**src/rtl/bram_port_arbiter_pkg.sv**
```systemverilog
// Shared definitions for the BRAM port-A arbiter: FSM state encodings,
// requester indices and the column-count helper.
package bram_port_arbiter_pkg;

  localparam int unsigned ADDR_W_DEFAULT  = 10;
  localparam int unsigned DATA_W_DEFAULT  = 32;
  localparam int unsigned COL_W_DEFAULT   = 8;

  // Transaction sequencing states
  typedef enum logic [1:0] {
    ST_IDLE  = 2'd0,
    ST_ISSUE = 2'd1,
    ST_WAIT  = 2'd2,
    ST_DONE  = 2'd3
  } arb_state_e;

  // Requester indices
  localparam logic M0 = 1'b0;
  localparam logic M1 = 1'b1;

  // Number of write-enable columns in one RAM word
  function automatic int unsigned columns(input int unsigned data_w, input int unsigned col_w);
    return data_w / col_w;
  endfunction

endpackage

```
**src/rtl/bram_arb_rr_picker.sv**
```systemverilog
// Two-requester winner selection. Default build: round-robin on ties using a
// registered last_grant (reset to M1 so m0 wins the first tie).
// Macro BRAM_ARB_FIXED_PRIORITY_EN: m0 always wins ties, no last_grant state.
module bram_arb_rr_picker
  import bram_port_arbiter_pkg::*;
(
  input  logic clk_i,
  input  logic rst_i,
  input  logic req0_i,
  input  logic req1_i,
  input  logic update_i,
  output logic winner_c_o
);

`ifdef BRAM_ARB_FIXED_PRIORITY_EN
  logic unused_inputs;
  assign unused_inputs = &{1'b0, clk_i, rst_i, update_i};

  // m0 wins whenever it asks; m1 only when alone
  always_comb begin
    winner_c_o = (req0_i || !req1_i) ? M0 : M1;
  end
`else
  logic last_grant_q;

  // Remember who was served last so a tie goes to the other one
  always_ff @(posedge clk_i or posedge rst_i) begin
    if (rst_i) begin
      last_grant_q <= M1;
    end else if (update_i) begin
      last_grant_q <= winner_c_o;
    end
  end

  // Sole requester wins; a tie goes to the one not granted last
  always_comb begin
    winner_c_o = M0;
    if (req0_i && req1_i) begin
      winner_c_o = ~last_grant_q;
    end else if (req1_i) begin
      winner_c_o = M1;
    end
  end
`endif

endmodule

```
**src/rtl/bram_port_arbiter.sv**
```systemverilog
// Shares BRAM port A between two requesters (m0, m1). Serialises reads and
// column-masked writes, absorbs the RAM's one-cycle read latency and returns
// a one-cycle ack per transaction. Tie policy: round-robin by default,
// fixed m0 priority when BRAM_ARB_FIXED_PRIORITY_EN is defined.
module bram_port_arbiter
  import bram_port_arbiter_pkg::*;
#(
  parameter int unsigned ADDRESS_BITWIDTH     = ADDR_W_DEFAULT,
  parameter int unsigned DATA_BITWIDTH        = DATA_W_DEFAULT,
  parameter int unsigned DATA_COLUMN_BITWIDTH = COL_W_DEFAULT
) (
  input  logic                                             sys_clk,
  input  logic                                             sys_rst,

  input  logic                                             m0_req,
  input  logic [DATA_BITWIDTH/DATA_COLUMN_BITWIDTH-1:0]    m0_write_enable,
  input  logic [ADDRESS_BITWIDTH-1:0]                      m0_address,
  input  logic [DATA_BITWIDTH-1:0]                         m0_data_in,
  output logic                                             m0_ack,
  output logic [DATA_BITWIDTH-1:0]                         m0_data_out,

  input  logic                                             m1_req,
  input  logic [DATA_BITWIDTH/DATA_COLUMN_BITWIDTH-1:0]    m1_write_enable,
  input  logic [ADDRESS_BITWIDTH-1:0]                      m1_address,
  input  logic [DATA_BITWIDTH-1:0]                         m1_data_in,
  output logic                                             m1_ack,
  output logic [DATA_BITWIDTH-1:0]                         m1_data_out,

  output logic [DATA_BITWIDTH/DATA_COLUMN_BITWIDTH-1:0]    ram_write_enable,
  output logic [ADDRESS_BITWIDTH-1:0]                      ram_address,
  output logic [DATA_BITWIDTH-1:0]                         ram_data_in,
  input  logic [DATA_BITWIDTH-1:0]                         ram_data_out,

  output logic                                             busy
);

  localparam int unsigned COLUMNS = columns(DATA_BITWIDTH, DATA_COLUMN_BITWIDTH);

  arb_state_e                  state_q, state_d;
  logic                        grant_q, grant_d;
  logic                        is_write_q, is_write_d;
  logic [COLUMNS-1:0]          ram_we_q, ram_we_d;
  logic [ADDRESS_BITWIDTH-1:0] ram_addr_q, ram_addr_d;
  logic [DATA_BITWIDTH-1:0]    ram_din_q, ram_din_d;
  logic                        m0_ack_q, m0_ack_d;
  logic                        m1_ack_q, m1_ack_d;
  logic [DATA_BITWIDTH-1:0]    m0_dout_q, m0_dout_d;
  logic [DATA_BITWIDTH-1:0]    m1_dout_q, m1_dout_d;
  logic                        busy_q, busy_d;
  logic                        pick_update;
  logic                        winner;

  bram_arb_rr_picker u_picker (
    .clk_i      (sys_clk),
    .rst_i      (sys_rst),
    .req0_i     (m0_req),
    .req1_i     (m1_req),
    .update_i   (pick_update),
    .winner_c_o (winner)
  );

  // State and output registers
  always_ff @(posedge sys_clk or posedge sys_rst) begin
    if (sys_rst) begin
      state_q    <= ST_IDLE;
      grant_q    <= M0;
      is_write_q <= 1'b0;
      ram_we_q   <= '0;
      ram_addr_q <= '0;
      ram_din_q  <= '0;
      m0_ack_q   <= 1'b0;
      m1_ack_q   <= 1'b0;
      m0_dout_q  <= '0;
      m1_dout_q  <= '0;
      busy_q     <= 1'b0;
    end else begin
      state_q    <= state_d;
      grant_q    <= grant_d;
      is_write_q <= is_write_d;
      ram_we_q   <= ram_we_d;
      ram_addr_q <= ram_addr_d;
      ram_din_q  <= ram_din_d;
      m0_ack_q   <= m0_ack_d;
      m1_ack_q   <= m1_ack_d;
      m0_dout_q  <= m0_dout_d;
      m1_dout_q  <= m1_dout_d;
      busy_q     <= busy_d;
    end
  end

  // Next-state and next-output logic; acks are set on the edge entering DONE
  always_comb begin
    state_d     = state_q;
    grant_d     = grant_q;
    is_write_d  = is_write_q;
    ram_we_d    = ram_we_q;
    ram_addr_d  = ram_addr_q;
    ram_din_d   = ram_din_q;
    m0_ack_d    = 1'b0;
    m1_ack_d    = 1'b0;
    m0_dout_d   = m0_dout_q;
    m1_dout_d   = m1_dout_q;
    pick_update = 1'b0;

    case (state_q)
      ST_IDLE: begin
        if (m0_req || m1_req) begin
          grant_d     = winner;
          pick_update = 1'b1;
          if (winner == M1) begin
            ram_we_d   = m1_write_enable;
            ram_addr_d = m1_address;
            ram_din_d  = m1_data_in;
            is_write_d = |m1_write_enable;
          end else begin
            ram_we_d   = m0_write_enable;
            ram_addr_d = m0_address;
            ram_din_d  = m0_data_in;
            is_write_d = |m0_write_enable;
          end
          state_d = ST_ISSUE;
        end
      end
      ST_ISSUE: begin
        ram_we_d = '0;
        if (is_write_q) begin
          m0_ack_d = (grant_q == M0);
          m1_ack_d = (grant_q == M1);
          state_d  = ST_DONE;
        end else begin
          state_d = ST_WAIT;
        end
      end
      ST_WAIT: begin
        if (grant_q == M1) begin
          m1_dout_d = ram_data_out;
          m1_ack_d  = 1'b1;
        end else begin
          m0_dout_d = ram_data_out;
          m0_ack_d  = 1'b1;
        end
        state_d = ST_DONE;
      end
      ST_DONE: begin
        state_d = ST_IDLE;
      end
      default: begin
        state_d = ST_IDLE;
      end
    endcase

    busy_d = (state_d != ST_IDLE);
  end

  assign ram_write_enable = ram_we_q;
  assign ram_address      = ram_addr_q;
  assign ram_data_in      = ram_din_q;
  assign m0_ack           = m0_ack_q;
  assign m1_ack           = m1_ack_q;
  assign m0_data_out      = m0_dout_q;
  assign m1_data_out      = m1_dout_q;
  assign busy             = busy_q;

endmodule

```
**config.mk**
```make
export PLATFORM = sky130hd
export DESIGN_NAME = bram_port_arbiter
export DESIGN_NICKNAME = d
export VERILOG_FILES = /design/src/rtl/bram_port_arbiter_pkg.sv /design/src/rtl/bram_arb_rr_picker.sv /design/src/rtl/bram_port_arbiter.sv
export SDC_FILE = /design/constraint.sdc
export NUM_CORES = 1
export LEC_CHECK = 0
export CELL_PAD_IN_SITES_DETAIL_PLACEMENT = 1
export CELL_PAD_IN_SITES_GLOBAL_PLACEMENT = 1
export CORE_UTILIZATION = 28
export DETAILED_ROUTE_END_ITERATION = 10
export PLACE_DENSITY_LB_ADDON = 0.3
export SKIP_CTS_REPAIR_TIMING = 1
export SYNTH_ARGS = -nofsm -noshare
export SYNTH_HDL_FRONTEND = slang
export SYNTH_HIERARCHICAL = 1
export SYNTH_SLANG_ARGS = --single-unit
```
**constraint.sdc**
```tcl
create_clock -name sys_clk -period 3.86 [get_ports sys_clk]
set_input_delay 0.579 -clock sys_clk [delete_from_list [all_inputs] [get_ports sys_clk]]
set_output_delay 0.579 -clock sys_clk [all_outputs]
set_load 0.01 [all_outputs]
```
* Yosys cells after proc, flatten, opt, wreduce, memory -nomap -nowiden *
Index checks and enable logic that the tools add are counted.

word-level totals
  flip-flop bits (word level) = 118
  input port bits = 128
  output and inout bits = 113
  logic and storage cells = 48

operators by class
  equal/unequal tests = 4
  multiplexer cells = 19
  bitwise operators = 2
  reduce and logical (&&, ||, !) cells = 11

operator list
  operator                                                          count
  32-bit two-way mux                                                1
  1-bit two-way mux                                                 10
  10-bit two-way mux                                                1
  4-bit two-way mux                                                 2
  2-bit case mux with 4 select lines                                1
  4-bit case mux with 2 select lines                                1
  2-bit AND reduction                                               4
  4-bit OR reduction                                                2
  2-bit == test (second input constant)                             2
  1-bit case mux with 2 select lines                                2
  2-bit nonzero test                                                2
  2-bit by 1-bit == test with 1-bit output (second input constant)  1
  2-bit logical NOT                                                 1
  2-bit two-way mux                                                 1
  2-bit inequality test (second input constant)                     1
  1-bit inverter                                                    2
  1-bit logical AND                                                 1
  1-bit logical OR                                                  1

* Depth between registers and ports, before layout *
Gate-level depths: netlist of run 1.

  word-level depth = 5
  depth in mapped cells = 7
  gate-level depth less buffers = 6

* Hierarchy *
The synthesis of run 1 kept the hierarchy.

by module, submodules not included
  module              instances  cells each  area an instance (um2)  sequential area each (um2)
  bram_port_arbiter   1          369         4888.4                  2927.8
  bram_arb_rr_picker  1          4           56.3                    26.3

* Least setup slack after synthesis of run 1 *
Ideal clock, no wire load.

  path type = input port to flip-flop
  start point = in m1_req
  end point = reg ram_we_q[1] (netlist: ram_write_enable[1])
  library setup time = 0.125 ns
  arrival = 1.464 ns
  path slack = 2.272 ns
  stages = 6
  buffers on the path = 2
  path through = a21boi_2 -> buf_2 -> buf_6 -> mux2i_1 -> nor2_1 -> mux2_2

on the way
  longest elaborated chain between the ends = 5
  elaborated cells between the ends (all ways) = 9
  those cells by class = eq/ne (1); mux (5); reduce/logical (3)

RTL lines
  what                                                    line                                                source
  from (decl)                                             bram_port_arbiter.sv:22                             input logic m1_req,
  1-bit two-way mux or 1-bit logical AND (tied branches)  bram_arb_rr_picker.sv:40, bram_arb_rr_picker.sv:38
  1-bit two-way mux                                       bram_arb_rr_picker.sv:38                            if (req0_i && req1_i) begin
  4-bit two-way mux                                       bram_port_arbiter.sv:110                            if (winner == M1) begin
  4-bit two-way mux                                       bram_port_arbiter.sv:107                            if (m0_req || m1_req) begin
  4-bit case mux with 2 select lines                      bram_port_arbiter.sv:105                            case (state_q)
  to (signal assigned)                                    bram_port_arbiter.sv:80                             ram_we_q <= ram_we_d;
  to (decl)                                               bram_port_arbiter.sv:42                             logic [COLUMNS-1:0] ram_we_q, ram_we_d;

Several ways; a longest one is shown, not always the timed one. The select of a mux whose other input is x is not followed.
A chain may end at the register's enable or synchronous reset.

* Worst setup path in the final report of run 1 *
  start point = reg state_q[0]
  end point = reg m0_dout_q[20] (netlist: m0_data_out[20])

on the way
  longest elaborated chain between the ends = 2

RTL lines
  what                                  line                      source
  from (decl)                           bram_port_arbiter.sv:39   arb_state_e state_q, state_d;
  from (signal assigned)                bram_port_arbiter.sv:77   state_q <= state_d;
  2-bit == test                         bram_port_arbiter.sv:105
  2-bit AND reduction (no source line)  -
  to (signal assigned)                  bram_port_arbiter.sv:85   m0_dout_q <= m0_dout_d;
  to (decl)                             bram_port_arbiter.sv:47   logic [DATA_BITWIDTH-1:0] m0_dout_q, m0_dout_d;

No other way between the ends.

==> qor.csv, run 1 <==
stage,metric,value,unit
layout,area_growth,65.81,%
power,power_density,838.9,nW/um2
timing,slew_headroom,31.46,%
yosys,synth.top_cell.area_share,59.21,%
worst_setup_path,cp-end-kind,flop,
layout,diodes,0,
global_routing,groute.usage.overall,16.33,%
floorplanning,dieWidth,134.9,um
layout,nFillCells,1819,
worst_setup_path,cpPeakStageDelay,0.85,ns
placement,hpwl,10720,um
detailed_routing,drt_iter0_markers,108,
placement,gp_congestion,0.7609,
timing,fin_crit_sh,55.68,%
layout,drive_gt1_share,17.83,%
timing,fin_hold_ws,0.4776,ns
yosys,synth_cells,373,
worst_setup_path,critPathArrivalTime,2.43,ns
timing,rsz0062_at_grt,no,
detailed_routing,drcViolationCount,0,
worst_setup_path,r2r-start,state_q[0],
worst_setup_path,reg2reg_depth,4,
timing,setup-violations-final,0,
timing,drv_slew,0,
timing,hold_violations,0,
timing,fmax,465.3,MHz
global_routing,grt_pass1_wl,22530,um
floorplanning,chipHeight,134.9,um
worst_hold_path,hold_path_class,reg -> reg,
worst_setup_path,cpLargestDelayFamily,simple AND/OR/NAND/NOR gates,
worst_setup_path,regToRegEndpoint,m0_data_out[20],
floorplanning,start_util,28.59,%
timing,timing.final.ws_setup,1.711,ns
global_routing,grt_pass1_vias,4308,
worst_setup_path,cp.depth,4,
layout,layout.nets,747,
yosys,synthTopCellsByArea,"dfrtp_1, mux2_2, mux2i_1, o21ai_0, nand2_1",
timing,worst_slew_pin_slew,1.026,ns
detailed_routing,wl_per_cell,16.71,um
detailed_routing,vias_per_cell,4.436,
detailed_routing,vias,3784,
clocking,numCtsBuffers,17,
clocking,cts_num_sinks,118,
detailed_routing,drtAntennaViolNets,0,
placement,post-place-ws,1.332,ns
worst_setup_path,crit_type,reg -> reg,
worst_hold_path,hp-start,ram_data_in[22],
yosys,ys_seq_elements,118,
yosys,synth_nets,504,
clocking,path_clk_slew,0.06,ns
floorplanning,rows,48,
floorplanning,die_area,18200,um2
placement,post_dp_cell_area,7550,um2
worst_setup_path,worstSetupStartpointType,flop,
clocking,clock_latency,0.41,ns
worst_setup_path,cp_max_fo,32,
clocking,ctsRootBufferMaster,clkbuf_16,
global_routing,antenna_found_initial,1,
worst_setup_path,r2r_slack,1.71,ns
yosys,yosysTopAreaCell,dfrtp_1,
worst_hold_path,hold_depth,2,
yosys,ys_seq_area_share,59.74,%
layout,post-route-util,47.40,%
clocking,cts_buffer_depth,2,
floorplanning,fp.coreArea,17300,um2
layout,final_common_cell,clkdlybuf4s50_1,
layout,mostFrequentLayoutCells,"clkdlybuf4s50_1, dfrtp_1, mux2_2",
worst_setup_path,crit_buf_inv,1,
yosys,syn_area,4945,um2
layout,stdcell_area,8199,um2
yosys,synthDistinctLibCells,28,
yosys,ys_warn_count,6,
yosys,syn_area_per_cell,13.26,um2
worst_hold_path,whs_endpoint,ram_data_in[22],
global_routing,grt_max_degree,61,
clocking,cts_tree,done,
timing,fin_crit,2.149,ns
worst_setup_path,crit_chain,"inv_1, ha_1, nor2b_4, mux2_2",
clocking,htreeDepth,4,
worst_setup_path,crit_slowest_cell,nor2b_4,
job,cap_violations,0,
placement,port_buffers,240,
run_status,status,completed,
detailed_routing,routed_wl,14260,um
power,vdd_drop_max,0.3220,mV
timing,finalClockSkew,0.01616,ns
worst_setup_path,cp.required,4.14,ns
detailed_routing,first_pass_iters,4,
timing,final.setup.tns,0,ns
global_routing,grt_overflow,0,
power,p_leak,3.493,nW
floorplanning,ioPinCount,241,
-- cells in the mapped netlist, drive strengths merged --
master	count
dfrtp	117
mux2	68
nand2	47
mux2i	46
o21ai	44
buf	16
nor2	7
clkbuf	6
inv	5
a211oi	3
ha	3
a21boi	2
a21o	2
a31oi	1
and3	1
dfstp	1
nor2b	1
nor4	1
o41ai	1
or2	1
-- worst reg2reg max path: cells and delay by family, from the launching register on --
family        cells  cell delay (ns)
simple gates      1             0.85
mux               1             0.46
flops             1             0.38
fa+ha+maj         1             0.23
buf+inv           1             0.11
-- sequential cells by signal, summed over array words and instances (netlist names) --
name                   flops
u_picker/last_grant_q      1
m0_data_out               32
ram_write_enable           4
m0_ack                     1
m1_data_out               32
state_q                    2
is_write_q                 1
ram_address               10
ram_data_in               32
m1_ack                     1
busy                       1
grant_q                    1
-- metal layers --
layer / routed length (um) / share of wire (%) / GRT usage, % / vias to the layer above
met1: 5650 / 40 / 18.33 / 1808
li1: - / - / - / 1785
met2: 6949 / 49 / 27.81 / 181
met4: 138 / 0.97 / 5.306 / 0
met5: 0 / 0 / 0 / -
met3: 1518 / 11 / 6.982 / 10
-- how the worst max path moves through the flow --
stage / startpoint / endpoint / slack (ns)
2_1_floorplan: sys_rst / busy / 0.18
3_3_place_gp: m0_req / ram_data_in[30] / 1.39
3_5_place_dp: m0_req / ram_address[0] / 1.33
4_1_cts: state_q[0] / m0_data_out[20] / 1.67
5_1_grt: state_q[0] / m0_data_out[20] / 1.55
6_report: state_q[0] / m0_data_out[20] / 1.71
-- through the flow --
stage	instances	power, mW
final	853	6.878
after detailed placement	822	5.218
after global placement	822	5.081
after floorplan	373	3.593
after global routing	853	7.321
after CTS	853	6.987
-- area by class of cell --
type	instances	area [um2]	share of cell area, %
flip-flops and latches	118	2954	36.03
repair buffers	246	2472	30.15
multi-input cells	228	1821	22.20
clock buffers	17	425.4	5.188
well taps	225	281.5	3.434
clock inverters	14	224.0	2.732
inverters	5	21.27	0.2594
-- power breakdown --
part | switching [mW] | leakage [nW] | internal [mW]
sequential | 0.334 | 1.41 | 1.87
combinational | 1.22 | 1.77 | 1.73
clock | 0.577 | 0.314 | 1.15
total | 2.13 | 3.49 | 4.75
-- cells by family (layout without fill, tap and decap cells) --
family,count (synthesis),count (layout),synth area share (%)
multiplexers,114,114,25.03
adder cells (fa/ha/maj),3,3,0.7592
AO/OA/AOI/OAI,53,53,5.972
flip-flops,118,118,59.74
buffers and inverters,27,282,3.896
AND/OR/NAND/NOR,58,58,4.606
No activity file was read; power rests on OpenSTA's default activity.
==> inputs of run 2 (changes only) <==
--- a/config.mk
+++ b/config.mk
@@ -7,7 +7,7 @@
 export LEC_CHECK = 0
 export CELL_PAD_IN_SITES_DETAIL_PLACEMENT = 1
 export CELL_PAD_IN_SITES_GLOBAL_PLACEMENT = 1
-export CORE_UTILIZATION = 28
+export CORE_UTILIZATION = 31
 export DETAILED_ROUTE_END_ITERATION = 10
 export PLACE_DENSITY_LB_ADDON = 0.3
 export SKIP_CTS_REPAIR_TIMING = 1
==> constraint.sdc (replaced) <==
create_clock -name sys_clk -period 2 [get_ports sys_clk]
set_input_delay 0.3 -clock sys_clk [delete_from_list [all_inputs] [get_ports sys_clk]]
set_output_delay 0.3 -clock sys_clk [all_outputs]
set_load 0.01 [all_outputs]
==> run 2 against run 1 <==
  * Die area decreased by 9.5%
  * Cell count decreased by 1.1%
  * Hold slack got worse by 0.20 ns
  * Sequential share of layout area decreased by 0.088 points
  * Critical path type is now reg -> out
  * Non-clock buffer count increased by 5
  * Combinational power increased by 95%
==> qor.csv, run 2 (synthesis results as in run 1) <==
stage,metric,value,unit,change
timing,final.setup.tns,0,ns,unchanged
detailed_routing,wl_per_cell,16.31,um,-2.4%
worst_setup_path,cp_max_fo,2,,-94%
global_routing,grt_pass1_wl,22380,um,-0.64%
clocking,clock_latency,0.41,ns,about the same
worst_setup_path,cp.depth,1,,-3
layout,area_growth,66.22,%,
run_status,status,completed,,
floorplanning,ioPinCount,241,,unchanged
timing,rsz0062_at_grt,no,,
clocking,htreeDepth,4,,unchanged
timing,fmax,612.3,MHz,
floorplanning,fp.coreArea,15370,um2,-11%
timing,hold_violations,0,,unchanged
worst_setup_path,regToRegEndpoint,m0_data_out[28],,
worst_setup_path,crit_path_end,ram_data_in[13],,
layout,drive_gt1_share,18.01,%,+0.18 points
clocking,cts_buffer_depth,2,,unchanged
power,netSwitchingPower,3.973,mW,+86%
power,vdd_drop_max,0.6182,mV,+92%
detailed_routing,drt_iter0_markers,130,,+20%
clocking,cts_tree,done,,
floorplanning,dieWidth,128.3,um,-4.9%
floorplanning,start_util,32.17,%,+3.6 points
timing,slew_headroom,65.28,%,+34 points
floorplanning,rows,45,,-6.3%
clocking,numCtsBuffers,17,,unchanged
worst_setup_path,crit_chain,clkdlybuf4s50_1,,
worst_setup_path,startpoint,ram_data_in[13],,
placement,port_buffers,240,,unchanged
placement,hpwl,10050,um,-6.2%
worst_setup_path,crit_type,reg -> out,,
global_routing,groute.usage.overall,17.90,%,+1.6 points
timing,fin_crit_sh,81.66,%,
worst_setup_path,cpPeakStageDelay,0.55,ns,-0.30 ns
power,swShare,30.37,%,-0.60 points
worst_setup_path,cp.required,1.70,ns,-2.44 ns
global_routing,grt_overflow,0,,unchanged
worst_setup_path,crit_slowest_cell,clkdlybuf4s50_1,,
layout,layout.nets,752,,+0.67%
layout,nFillCells,1571,,-14%
worst_setup_path,cpLargestDelayFamily,buffers and inverters,,
layout,final_common_cell,clkdlybuf4s50_1,,
global_routing,grt_max_degree,77,,+26%
power,power_density,1592,nW/um2,+90%
global_routing,antenna_found_initial,0,,-1
worst_setup_path,r2r-start,state_q[0],,
power,power_frac_comb,43.8,%,+0.9 points
layout,diodes,0,,unchanged
layout,mostFrequentLayoutCells,"clkdlybuf4s50_1, dfrtp_1, mux2_2",,
detailed_routing,vias_per_cell,4.501,,+1.5%
job,cap_violations,0,,unchanged
power,p_int,9.109,mW,+92%
worst_setup_path,crit_buf_inv,1,,unchanged
floorplanning,chipHeight,128.3,um,-4.9%
global_routing,grt_pass1_vias,4304,,-0.093%
timing,fin_hold_ws,0.2780,ns,-0.1996 ns
detailed_routing,routed_wl,13770,um,-3.4%
timing,finalClockSkew,0.007620,ns,-0.008543 ns
worst_setup_path,critPathArrivalTime,1.33,ns,-1.10 ns
worst_setup_path,reg2reg_depth,5,,+1
floorplanning,die_area,16460,um2,-9.5%
power,power_frac_seq,32.3,%,+0.3 points
worst_hold_path,hold_path_class,in -> async,,
clocking,cts_num_sinks,118,,unchanged
timing,setup-violations-final,0,,unchanged
worst_setup_path,worstSetupStartpointType,flop,,
detailed_routing,vias,3799,,+0.40%
timing,fin_crit,1.633,ns,
detailed_routing,first_pass_iters,4,,unchanged
detailed_routing,drcViolationCount,0,,unchanged
clocking,ctsRootBufferMaster,clkbuf_16,,
detailed_routing,drtAntennaViolNets,0,,unchanged
timing,drv_slew,0,,unchanged
layout,post-route-util,53.47,%,+6.1 points
timing,timing.final.ws_setup,0.3668,ns,-1.344 ns
clocking,path_clk_slew,0.06,ns,about the same
placement,gp_congestion,0.7124,,-6.4%
power,p_leak,3.508,nW,+0.41%
power,p_clk_share,23.9,%,-1.2 points
placement,post-place-ws,0.06653,ns,-1.265 ns
worst_setup_path,cp-end-kind,output pin,,
worst_setup_path,r2r_slack,0.37,ns,-1.34 ns
timing,worst_slew_pin_slew,0.5208,ns,-0.5051 ns
[run 2: cell types whose count changed in the layout (fill, tap and decap cells not counted), sizes merged]
cell	change
inv	-3
clkinv	-4
buf	+5
clkinvlp	+2
clkbuf	+7
bufinv	-2
[run 2: final cells by class]
cell class / count / area [um2] / area share [%]
Clock buffer: 24 / 491.7 / 5.983
Clock inverter: 7 / 118.9 / 1.446
Inverter: 5 / 22.52 / 0.2740
Multi-Input combinational cell: 228 / 1821 / 22.15
Sequential cell: 118 / 2954 / 35.94
Tap cell: 211 / 264.0 / 3.212
Timing Repair Buffer: 251 / 2547 / 30.99
[run 2: per-layer routing]
layer / vias up / share of wire, % / GRT usage (%)
li1: 1795 / - / -
met1: 1819 / 40 / 20.45
met2: 171 / 48 / 29.89
met3: 14 / 11 / 8.139
met4: 0 / 1.0 / 5.398
met5: - / 0 / 0
[run 2: power by group through the flow]
stage / logic [mW] / registers [mW] / clock network [mW]
2_1_floorplan: 2.20 / 4.74 / 0
5_1_grt: 6.23 / 4.41 / 3.31
4_1_cts: 5.85 / 4.24 / 3.21
3_3_place_gp: 5.67 / 4.19 / 0
3_5_place_dp: 5.80 / 4.28 / 0
6_report: 5.74 / 4.22 / 3.13
[run 2: per-stage QoR]
| stage | power, mW | cells | cell area, um2 |
|---|---|---|---|
| after global routing | 13.95 | 844 | 8219 |
| after CTS | 13.30 | 844 | 8219 |
| final | 13.08 | 844 | 8219 |
| after detailed placement | 10.08 | 813 | 7609 |
| after global placement | 9.860 | 813 | 7609 |
| after floorplan | 6.934 | 373 | 4949 |
[run 2: worst min path at each step]
stage | startpoint | end | slack (ns) | depth (start not counted)
after global placement | ram_data_in[27] | ram_data_in[27] | 0.46 | 2
after global routing | sys_rst | u_picker/last_grant_q | 0.30 | 2
after CTS | sys_rst | u_picker/last_grant_q | 0.26 | 2
final | sys_rst | u_picker/last_grant_q | 0.28 | 2
after detailed placement | ram_data_in[14] | ram_data_in[14] | 0.47 | 2
after floorplan | sys_rst | u_picker/last_grant_q | 0.19 | 1
